**config.mk**
```make
export PLATFORM = sky130hd
export DESIGN_NAME = vc_mux_arbiter
export DESIGN_NICKNAME = d
export VERILOG_FILES = /design/src/rtl/vc_arb_pkg.sv /design/src/rtl/wrr_burst_counter.sv /design/src/rtl/vc_mux_arbiter.sv
export SDC_FILE = /design/constraint.sdc
export NUM_CORES = 1
export LEC_CHECK = 0
export ABC_AREA = 0
export BUFFER_PORTS_ARGS = -buffer_cell sky130_fd_sc_hd__clkbuf_2
export CAP_MARGIN = 20
export CELL_PAD_IN_SITES_DETAIL_PLACEMENT = 0
export CELL_PAD_IN_SITES_GLOBAL_PLACEMENT = 1
export CORE_UTILIZATION = 27
export DETAILED_ROUTE_END_ITERATION = 8
export PLACE_DENSITY_LB_ADDON = 0.1
export RECOVER_POWER = 100
export SLEW_MARGIN = 20
export SYNTH_ARGS = -nofsm -noshare
export SYNTH_HDL_FRONTEND = slang
export SYNTH_SLANG_ARGS = --single-unit
```
**constraint.sdc**
```tcl
create_clock -name clk -period 1.71 [get_ports clk]
set_input_delay 0.2565 -clock clk [delete_from_list [all_inputs] [get_ports clk]]
set_output_delay 0.2565 -clock clk [all_outputs]
set_load 0.005 [all_outputs]
```
**src/rtl/vc_arb_pkg.sv**
```systemverilog
// ---------------------------------------------------------------------------
// vc_arb_pkg : shared encodings for the VC0/VC1 mux arbiter
// Rev 1.0
// ---------------------------------------------------------------------------
`default_nettype none

package vc_arb_pkg;

  typedef enum logic [1:0] {
    ARB_IDLE  = 2'b00,
    ARB_VC0   = 2'b01,
    ARB_VC1   = 2'b10,
    ARB_STALL = 2'b11
  } arb_state_t;

  localparam logic SEL_VC0 = 1'b0;
  localparam logic SEL_VC1 = 1'b1;

  localparam int DEFAULT_WEIGHT_VC0 = 4;

endpackage : vc_arb_pkg

`default_nettype wire

```
**src/rtl/wrr_burst_counter.sv**
```systemverilog
// ---------------------------------------------------------------------------
// wrr_burst_counter : VC0 burst counter, saturating increment / clear / hold
// Rev 1.0
// ---------------------------------------------------------------------------
`default_nettype none

module wrr_burst_counter #(
  parameter int CNT_W      = 3,
  parameter int WEIGHT_VC0 = 4
) (
  input  logic             clk,
  input  logic             reset,
  input  logic             i_inc,
  input  logic             i_clr,
  output logic [CNT_W-1:0] o_cnt
);

  localparam logic [CNT_W-1:0] c_WEIGHT = CNT_W'(WEIGHT_VC0);

  logic [CNT_W-1:0] r_cnt;

  // Clear wins over increment; the two are mutually exclusive from the grant logic anyway.
  always_ff @(posedge clk) begin
    if (reset) begin
      r_cnt <= '0;
    end else if (i_clr) begin
      r_cnt <= '0;
    end else if (i_inc && (r_cnt != c_WEIGHT)) begin
      r_cnt <= r_cnt + 1'b1;
    end
  end

  assign o_cnt = r_cnt;

endmodule : wrr_burst_counter

`default_nettype wire

```
**src/rtl/vc_mux_arbiter.sv**
```systemverilog
// ---------------------------------------------------------------------------
// vc_mux_arbiter : weighted round-robin pop control for the VC0/VC1 2:1 mux
// Rev 1.0
// ---------------------------------------------------------------------------
`default_nettype none

module vc_mux_arbiter
  import vc_arb_pkg::*;
#(
  parameter int NUM_DST    = 4,
  parameter int WEIGHT_VC0 = DEFAULT_WEIGHT_VC0,
  parameter int CNT_W      = 3
) (
  input  logic               clk,
  input  logic               reset,
  input  logic               enable,
  input  logic               vc0_empty,
  input  logic               vc1_empty,
  input  logic [NUM_DST-1:0] dst_almost_full,
  output logic               pop_vc0,
  output logic               pop_vc1,
  output logic               selector,
  output logic               valid_out,
  output logic [1:0]         arb_state
);

  localparam logic [CNT_W-1:0] c_WEIGHT = CNT_W'(WEIGHT_VC0);

  logic             w_stall;
  logic             w_pop_vc0;
  logic             w_pop_vc1;
  logic [CNT_W-1:0] w_cnt;

  logic             r_selector;
  logic             r_valid;
  arb_state_t       r_state;

  assign w_stall = ~enable | (|dst_almost_full);

  // VC0 keeps the grant until its burst quota is used, unless VC1 has nothing to send.
  assign w_pop_vc0 = ~reset & ~w_stall & ~vc0_empty & ((w_cnt < c_WEIGHT) | vc1_empty);
  assign w_pop_vc1 = ~reset & ~w_stall & ~vc1_empty & ~w_pop_vc0;

  wrr_burst_counter #(
    .CNT_W      (CNT_W),
    .WEIGHT_VC0 (WEIGHT_VC0)
  ) u_burst_cnt (
    .clk   (clk),
    .reset (reset),
    .i_inc (w_pop_vc0),
    .i_clr (w_pop_vc1),
    .o_cnt (w_cnt)
  );

  always_ff @(posedge clk) begin
    if (reset) begin
      r_selector <= SEL_VC0;
      r_valid    <= 1'b0;
      r_state    <= ARB_IDLE;
    end else begin
      r_valid <= w_pop_vc0 | w_pop_vc1;
      if (w_pop_vc1) begin
        r_selector <= SEL_VC1;
      end else if (w_pop_vc0) begin
        r_selector <= SEL_VC0;
      end
      // A stall with both FIFOs empty is reported as IDLE: nothing was held back.
      if (w_stall && (!vc0_empty || !vc1_empty)) begin
        r_state <= ARB_STALL;
      end else if (w_pop_vc0) begin
        r_state <= ARB_VC0;
      end else if (w_pop_vc1) begin
        r_state <= ARB_VC1;
      end else begin
        r_state <= ARB_IDLE;
      end
    end
  end

  assign pop_vc0   = w_pop_vc0;
  assign pop_vc1   = w_pop_vc1;
  assign selector  = r_selector;
  assign valid_out = r_valid;
  assign arb_state = r_state;

endmodule : vc_mux_arbiter

`default_nettype wire

```
==> flow_metrics.tcl, run 1 <==
set metrics [dict create \
    status "finished with violations" \
    violations "setup timing" \
    synth_top_area_share_pct 39.2 \
    syn-instance-count 42 \
    grt_usage_pct 15.4 \
    clock_path_buffers 2 \
    die_w_um 38.4 \
    cts_tree "yes" \
    relSlewSlack_pct 75.3 \
    grt_pass1_wl_um 1550 \
    wire_per_inst_um 10.4 \
    worstMarginPinSlew_ns 0.367 \
    ant_nets 0 \
    vias_per_cell 4.77 \
    timing.final.crit_share_pct 106 \
    row_count 12 \
    crit_chain "buf_6, or4b_4, or4_4, clkinv_4, buf_6" \
    power.total_mw 0.359 \
    cp_max_fo 2 \
    place_area_um2 472 \
    cp_top_family "simple AND/OR/NAND/NOR gates" \
    cpMostUsedCell "buf_6" \
    synth_nets 53 \
    synth-async-reset-ratio_pct 0 \
    syn_area_um2 358 \
    dp.cells 73 \
    drive_above_1_share_pct 44.8 \
    cts_made_buffers 3 \
    syn2layout_area_growth_pct 58.0 \
    reg2reg_from "u_burst_cnt.o_cnt[2]" \
    r2r_slack_ns 0.13 \
    p_leak_nw 0.247 \
    dp_hpwl_um 643 \
    hold_slack_ns 0.252 \
    ir_worst_vdd_uv 219 \
    final.setup.tns_ns -0.168 \
    dieArea_mm2 0.00147 \
    fin_skew_ns 0.00780 \
    htree_levels 1 \
    yosysSeqAreaShare_pct 39.2 \
    grt_overflow 0 \
    finalInstanceArea_um2 566 \
    critPathLaunch "dst_almost_full[2]" \
    crit_arrival_ns 1.55 \
    setup_viol 2 \
    yosys_warnings 0 \
    worst_slack_ns -0.0992 \
    fmax_mhz 553 \
    diodes 0 \
    synthTopCellsByCount "7 x dfxtp_1, 4 x a21oi_1, 4 x nor2_1" \
    hold_viol 0 \
    routed_wl_um 844 \
    cts-root-buf "clkbuf_4" \
    critPathLaunchType "input port" \
    io_buffers 14 \
    synth_edf_count 0 \
    cts_sinks 7 \
    syn_area_per_cell_um2 8.52 \
    synth.area.top_cells "dfxtp_1 39%, ha_1 7.0%, a21oi_1 5.6%" \
    endpoint "pop_vc0" \
    cap_violations 0 \
    finalCoreUtilization_pct 48.3 \
    insertion_delay_ns 0.25 \
    fp.coreArea_mm2 0.00117 \
    grt_pass1_vias 381 \
    cp.depth 5 \
    dr.pass1.iters 3 \
    crit_required_ns 1.45 \
    dieHeight_um 38.4 \
    drc 0 \
    ys.flop_type "dfxtp_1" \
    critPathBufInv 3 \
    endpoint_kind "output pin" \
    criticalPathCategory "input port to output pin" \
    slowest_delay_ns 0.53 \
    hold_class "input port to flop" \
    gp_congestion 0.806 \
    io_pins 15 \
    synth_top_cell_by_area "dfxtp_1" \
    dp_slack_ns -0.172 \
    powerDensity_mw_per_mm2 635 \
    rsz0062_at_grt "yes" \
    rr_endpoint "u_burst_cnt.o_cnt[2]" \
    period_minus_slack_ns 1.81 \
    grt_max_degree 7 \
    first_iter_violations 3 \
    synth_seq_cells 7 \
    clk_pin_slew_ns 0.05 \
    finalNonFillerCells 81 \
    nets 79 \
    num_vias 386 \
    slew_violations 0 \
    worst-r2r-cell-count 7 \
    yosysMostFrequentCell "dfxtp_1" \
    initial_utilization_pct 30.6 \
    hold_buffers 0 \
    cp_slowest_cell "or4b_4" \
    antenna_found_initial 0 \
    yosysUniqueCellTypes 22 \
]
[sequential cells by signal, summed over array words and instances, names as in the netlist]
register and flops:
valid_out 1, u_burst_cnt.o_cnt 3, arb_state 2, selector 1
[final cells by class]
class                      count  area, um2
multi-input combinational     31        223
sequential                     7        140
inverter                       4       20.0
clock buffer                   4       26.3
timing repair buffer          21        139
fill                         124        606
tap                           14       17.5
[where the power goes]
| part | internal [mW] | leakage [nW] | switching [mW] | total [mW] |
|---|---|---|---|---|
| combinational | 0.0225 | 0.175 | 0.0192 | 0.0417 |
| clock | 0.0890 | 0.0150 | 0.0600 | 0.149 |
| sequential | 0.167 | 0.0571 | 0.00101 | 0.168 |
| total | 0.279 | 0.247 | 0.0802 | 0.359 |
[worst min path at each step]
stage                         startpoint              endpoint  slack (ns)  cells after the start
floorplan                          reset          arb_state[1]        0.33                      1
global placement    u_burst_cnt.o_cnt[1]  u_burst_cnt.o_cnt[1]        0.48                      2
detailed placement  u_burst_cnt.o_cnt[0]  u_burst_cnt.o_cnt[0]        0.49                      2
CTS                            vc1_empty             valid_out        0.24                      2
global route                   vc1_empty             valid_out        0.26                      2
finish                         vc1_empty             valid_out        0.25                      2
[per-layer routing]
metal  track usage [%]  routed length [um]
met1              19.2                 388
met2              24.6                 391
met3              5.23                  65
met4              5.17                   0
met5                 0                   0
[worst reg2reg max path, cell delays in order (launching register included)]
cell and delay, ns:
dfxtp_1 0.34, nor2b_1 0.16, or4_4 0.45, clkinv_4 0.07, buf_4 0.10, buf_6 0.11, and4b_1 0.20, nor3_2 0.04
[what timing repair did]
action / 4_1_cts / 5_1_grt
pin swaps: 2 / 6
setup endpoints to repair: 1 / 5
setup buffers: 3 / 2
resized for setup: 2 / 10
[cells by family (layout without fill, tap and decap cells)]
group | Yosys count | after routing | synth area share (%)
AO/OA/AOI/OAI | 11 | 11 | 18.5
adder cells (fa/ha/maj) | 2 | 2 | 6.99
buffers and inverters | 4 | 29 | 4.54
flip-flops | 7 | 7 | 39.2
AND/OR/NAND/NOR | 18 | 18 | 30.8
[layout by cell type (no fill, tap or decap)]
master and count:
inv_1 3, buf_6 4, a21oi_2 2, or4_4 1, clkbuf_4 3, clkbuf_2 9
dfxtp_1 7, ha_1 2, o21a_1 1, buf_4 5, o21ai_1 2, a211oi_1 1
or4b_4 1, nand3_1 1, o21bai_1 1, nand2_1 1, o21ai_0 1, clkinv_4 1
nor3_2 1, and2_1 1, nor3_1 2, nand3_2 2, o22a_1 1, clkbuf_1 4
or2_2 1, a21oi_1 2, nor2_1 4, and3_1 1, nor2b_1 1, and4b_1 1
Power figures use the tool's default switching activity.
==> run 2: changes to the inputs <==
--- a/config.mk
+++ b/config.mk
@@ -5,12 +5,13 @@
 export SDC_FILE = /design/constraint.sdc
 export NUM_CORES = 1
 export LEC_CHECK = 0
-export ABC_AREA = 0
+export ABC_AREA = 1
 export BUFFER_PORTS_ARGS = -buffer_cell sky130_fd_sc_hd__clkbuf_2
 export CAP_MARGIN = 20
 export CELL_PAD_IN_SITES_DETAIL_PLACEMENT = 0
 export CELL_PAD_IN_SITES_GLOBAL_PLACEMENT = 1
-export CORE_UTILIZATION = 27
+export CORE_ASPECT_RATIO = 0.9
+export CORE_UTILIZATION = 28
 export DETAILED_ROUTE_END_ITERATION = 8
 export PLACE_DENSITY_LB_ADDON = 0.1
 export RECOVER_POWER = 100
==> run 2 against run 1 <==
The run now ends clean. Clock power is essentially flat. Non-clock buffer count shrank 7. Hold slack gained 0.053 ns. Clock-buffer cell count is the same.
==> flow_metrics.tcl, run 2 <==
set metrics [dict create \
    post_cts_buffers 0 \
    criticalPathCategory "flop to output pin" \
    cap_violations 0 \
    io_buffers 14 \
    cts_made_buffers 3 \
    clock_path_buffers 2 \
    diodes 0 \
    htree_levels 1 \
    status "finished clean" \
    r2r_slack_ns 0.60 \
    fillers 132 \
    dieArea_mm2 0.00164 \
    power.total_mw 0.358 \
    cts_tree "yes" \
    dr.pass1.iters 1 \
    timing.final.crit_share_pct 87.0 \
    clk_pin_slew_ns 0.05 \
    worst-r2r-cell-count 6 \
    multi_input_area_um2 236 \
    nets 82 \
    synth_seq_cells 7 \
    synth_top_area_share_pct 33.8 \
    relSlewSlack_pct 85.9 \
    grt_pass1_wl_um 1230 \
    period_minus_slack_ns 1.49 \
    synth_top_cell_by_area "dfxtp_1" \
    row_count 12 \
    syn_area_um2 414 \
    yosysUniqueCellTypes 17 \
    syn_area_per_cell_um2 7.96 \
    p_leak_nw 0.293 \
    hold_end "selector" \
    synth_edf_count 0 \
    cp_max_fo 4 \
    slew_violations 0 \
    syn2layout_area_growth_pct 27.2 \
    place_area_um2 502 \
    final.setup.tns_ns 0 \
    reg2reg_from "u_burst_cnt.o_cnt[2]" \
    critPathLaunchType "flop" \
    drc 0 \
    largest_reg_flops 3 \
    hold_class "input port to flop" \
    grt_usage_pct 10.8 \
    setup_viol 0 \
    fin_skew_ns 0.00178 \
    synth-async-reset-ratio_pct 0 \
    hold_start "reset" \
    seqCellArea_um2 140 \
    hold_viol 0 \
    gp_congestion 0.693 \
    die_w_um 42.5 \
    most-common-layout-cells "13 x nand2_1, 13 x clkbuf_2, 10 x inv_1, 7 x dfxtp_1, 4 x nor2_1" \
    cts-root-buf "clkbuf_4" \
    ant_nets 0 \
    whs_path_depth 2 \
    cts_sinks 7 \
    routed_wl_um 697 \
    first_iter_violations 0 \
    fmax_mhz 672 \
    num_vias 344 \
    wire_per_inst_um 8.30 \
    dp_hpwl_um 597 \
    crit_required_ns 1.45 \
    postCtsResizedCells 0 \
    dieHeight_um 38.5 \
    grt_max_degree 8 \
    yosysMostFrequentCell "nand2_1" \
    hold_slack_ns 0.305 \
    fp.coreArea_mm2 0.00131 \
    grt_overflow 0 \
    dp.cells 80 \
    rsz0062_at_grt "no" \
    initial_utilization_pct 31.7 \
    crit_arrival_ns 1.23 \
    finalNonFillerCells 84 \
    endpoint_kind "output pin" \
    io_pins 15 \
    grt_pass1_vias 306 \
    ir_worst_vdd_uv 311 \
    yosys_warnings 0 \
    synth.area.top_cells "dfxtp_1 34%, nand2_1 12%, nand3_4 8.5%" \
    ys.flop_type "dfxtp_1" \
    antenna_found_initial 0 \
    worstMarginPinSlew_ns 0.211 \
    powerDensity_mw_per_mm2 679 \
    syn-instance-count 52 \
    insertion_delay_ns 0.25 \
    synth_nets 63 \
    synthTopCellsByCount "13 x nand2_1, 8 x inv_1, 7 x dfxtp_1" \
    rr_endpoint "selector" \
    hold_buffers 0 \
    vias_per_cell 4.10 \
    drive_above_1_share_pct 32.9 \
    finalInstanceArea_um2 527 \
    yosysSeqAreaShare_pct 33.8 \
]
==> run 2: worst max path at each step <==
stage	from	end	slack (ns)
after CTS	u_burst_cnt.o_cnt[2]	pop_vc0	0.27
after detailed placement	dst_almost_full[3]	pop_vc1	0.38
after floorplan	dst_almost_full[3]	pop_vc1	0.64
final	u_burst_cnt.o_cnt[2]	pop_vc0	0.22
after global placement	dst_almost_full[1]	pop_vc1	0.38
after global routing	u_burst_cnt.o_cnt[2]	pop_vc0	0.11
==> run 2: cell type report <==
type	count	share of cell area (%)
inverter	10	7.13
multi-input combinational	35	44.9
clock buffer	4	4.99
tap	14	3.33
sequential	7	26.6
timing repair buffer	14	13.1
==> run 2: where the power goes <==
group          total (mW)  internal [mW]  switching [mW]
clock network       0.148         0.0889          0.0589
logic              0.0411         0.0167          0.0244
registers           0.169          0.168         0.00101
total               0.358          0.273          0.0844
==> run 2: critical path, cell delays in order, from the launching register on <==
cell	delay, ns
dfxtp_1	0.35
inv_1	0.07
o21ai_2	0.15
inv_1	0.14
nand2_4	0.11
inv_1	0.05
clkbuf_2	0.10
==> run 2: logic make-up (layout without fill, tap and decap cells) <==
group           count (synthesis)  count (layout)  share of synthesized area, %
buf+inv                        10              28                          9.06
flops                           7               7                          33.8
compound gates                  5               5                          7.86
fa+ha+maj                       2               2                          6.04
simple gates                   28              28                          43.2
==> run 2: metrics by stage <==
step                setup WS, ns  util, %
floorplan                  0.641        -
global placement           0.380     38.4
detailed placement         0.384     38.4
CTS                        0.268     40.4
global route               0.111     40.3
finish                     0.223     40.3
==> run 2: routing by layer <==
layer / track usage, % / part of all wire [%]
met1: 10.7 / 50
met2: 18.8 / 42
met3: 7.55 / 8.2
met4: 2.34 / 0
met5: 0 / 0
==> run 3: changes to the inputs <==
--- a/config.mk
+++ b/config.mk
@@ -6,7 +6,7 @@
 export NUM_CORES = 1
 export LEC_CHECK = 0
 export ABC_AREA = 1
-export BUFFER_PORTS_ARGS = -buffer_cell sky130_fd_sc_hd__clkbuf_2
+export BUFFER_PORTS_ARGS = -buffer_cell sky130_fd_sc_hd__buf_2
 export CAP_MARGIN = 20
 export CELL_PAD_IN_SITES_DETAIL_PLACEMENT = 0
 export CELL_PAD_IN_SITES_GLOBAL_PLACEMENT = 1
@@ -14,7 +14,6 @@
 export CORE_UTILIZATION = 28
 export DETAILED_ROUTE_END_ITERATION = 8
 export PLACE_DENSITY_LB_ADDON = 0.1
-export RECOVER_POWER = 100
 export SLEW_MARGIN = 20
 export SYNTH_ARGS = -nofsm -noshare
 export SYNTH_HDL_FRONTEND = slang
==> run 3 against run 2 <==
Total power rose by 0.49%. Die area unchanged. Routed wire length is 5.9% higher. Final cell count did not move. Worst setup slack improved by 0.044 ns. Sequential cell count stayed put. Combinational power grew 2%. Clock power about the same. Maximum frequency rose by 3.0%. Critical path depth did not move. Critical path type unchanged. Largest power group unchanged.
==> flow_metrics.tcl, run 3 (same netlist as run 2, synthesis figures left out) <==
set metrics [dict create \
    hold_buffers 0 \
    cap_violations 0 \
    reg2reg_from "u_burst_cnt.o_cnt[0]" \
    die_w_um 42.5 \
    drive_above_1_share_pct 37.1 \
    cp_max_fo 4 \
    fillers 131 \
    nets 82 \
    finalNonFillerCells 84 \
    largest_reg_flops 3 \
    hold_viol 0 \
    ir_worst_vdd_uv 330 \
    endpoint_kind "output pin" \
    most-common-layout-cells "14 x buf_2, 13 x nand2_1, 8 x inv_1, 7 x dfxtp_1, 4 x nor2_1" \
    io_buffers 14 \
    postCtsResizedCells 0 \
    dr.pass1.iters 3 \
    dp.cells 80 \
    htree_levels 1 \
    clk_pin_slew_ns 0.05 \
    antenna_found_initial 0 \
    grt_max_degree 8 \
    hold_start "reset" \
    finalCoreUtilization_pct 40.4 \
    worst-r2r-cell-count 7 \
    fmax_mhz 693 \
    period_minus_slack_ns 1.44 \
    dieArea_mm2 0.00164 \
    final.setup.tns_ns 0 \
    insertion_delay_ns 0.25 \
    hold_class "input port to flop" \
    finalInstanceArea_um2 528 \
    fin_skew_ns 0.00171 \
    first_iter_violations 10 \
    final_common_cell "buf_2" \
    post_cts_buffers 0 \
    drc 0 \
    slew_violations 0 \
    p_leak_nw 0.295 \
    multi_input_area_um2 236 \
    ant_nets 0 \
    grt_pass1_vias 303 \
    r2r_slack_ns 0.61 \
    rsz0062_at_grt "no" \
    timing.final.crit_share_pct 84.4 \
    critPathLaunchType "flop" \
    grt_usage_pct 11.2 \
    cts-root-buf "clkbuf_4" \
    gp_congestion 0.701 \
    dieHeight_um 38.5 \
    rr_endpoint "u_burst_cnt.o_cnt[1]" \
    setup_viol 0 \
    io_pins 15 \
    critPathLaunch "u_burst_cnt.o_cnt[2]" \
    whs_path_depth 2 \
    clock_path_buffers 2 \
    dp_hpwl_um 618 \
    seqCellArea_um2 140 \
    criticalPathCategory "flop to output pin" \
    syn2layout_area_growth_pct 27.5 \
    fp.coreArea_mm2 0.00131 \
    row_count 12 \
    status "finished clean" \
    num_vias 360 \
    crit_arrival_ns 1.19 \
    endpoint "pop_vc0" \
    grt_overflow 0 \
    powerDensity_mw_per_mm2 680 \
    relSlewSlack_pct 85.8 \
    worstMarginPinSlew_ns 0.212 \
    grt_pass1_wl_um 1260 \
    vias_per_cell 4.29 \
    wire_per_inst_um 8.79 \
    cts_made_buffers 3 \
    cts_tree "yes" \
    routed_wl_um 738 \
    place_area_um2 502 \
    initial_utilization_pct 31.7 \
    cts_sinks 7 \
    diodes 0 \
    power.total_mw 0.359 \
    crit_required_ns 1.45 \
]
-- run 3: metrics by stage --
step           hold slack (ns)  setup slack (ns)
4_1_cts                  0.277             0.253
6_report                 0.287             0.266
3_3_place_gp             0.473             0.393
3_5_place_dp             0.478             0.372
2_1_floorplan            0.335             0.641
5_1_grt                  0.286             0.202
-- run 3: worst min path at each step --
stage                                       to
final                                 selector
after global routing                  selector
after CTS                             selector
after detailed placement  u_burst_cnt.o_cnt[0]
after global placement    u_burst_cnt.o_cnt[0]
after floorplan                       selector
-- run 3: critical path: stages (launching register included) --
cell	delay, ns
dfxtp_1	0.34
inv_1	0.07
o21ai_2	0.18
inv_2	0.10
nand2_4	0.10
inv_2	0.04
buf_2	0.11
-- run 3: final cells by class --
cell class,instances,area share [%]
flip-flops and latches,7,26.5
multi-input cells,35,44.8
clock buffers,4,4.98
inverters,10,7.11
repair buffers,14,13.3
well taps,14,3.32
-- run 3: power by group --
part	switching, mW	total (mW)	internal [mW]
clock network	0.0598	0.149	0.0890
logic	0.0252	0.0421	0.0169
registers	0.000926	0.168	0.168
total	0.0859	0.359	0.273
-- run 3: per-layer routing --
metal  part of all wire (%)  GRT usage, %
met1                     48          11.5
met2                     44          18.5
met3                    6.6          8.49
met5                      0             0
met4                   0.95          2.34
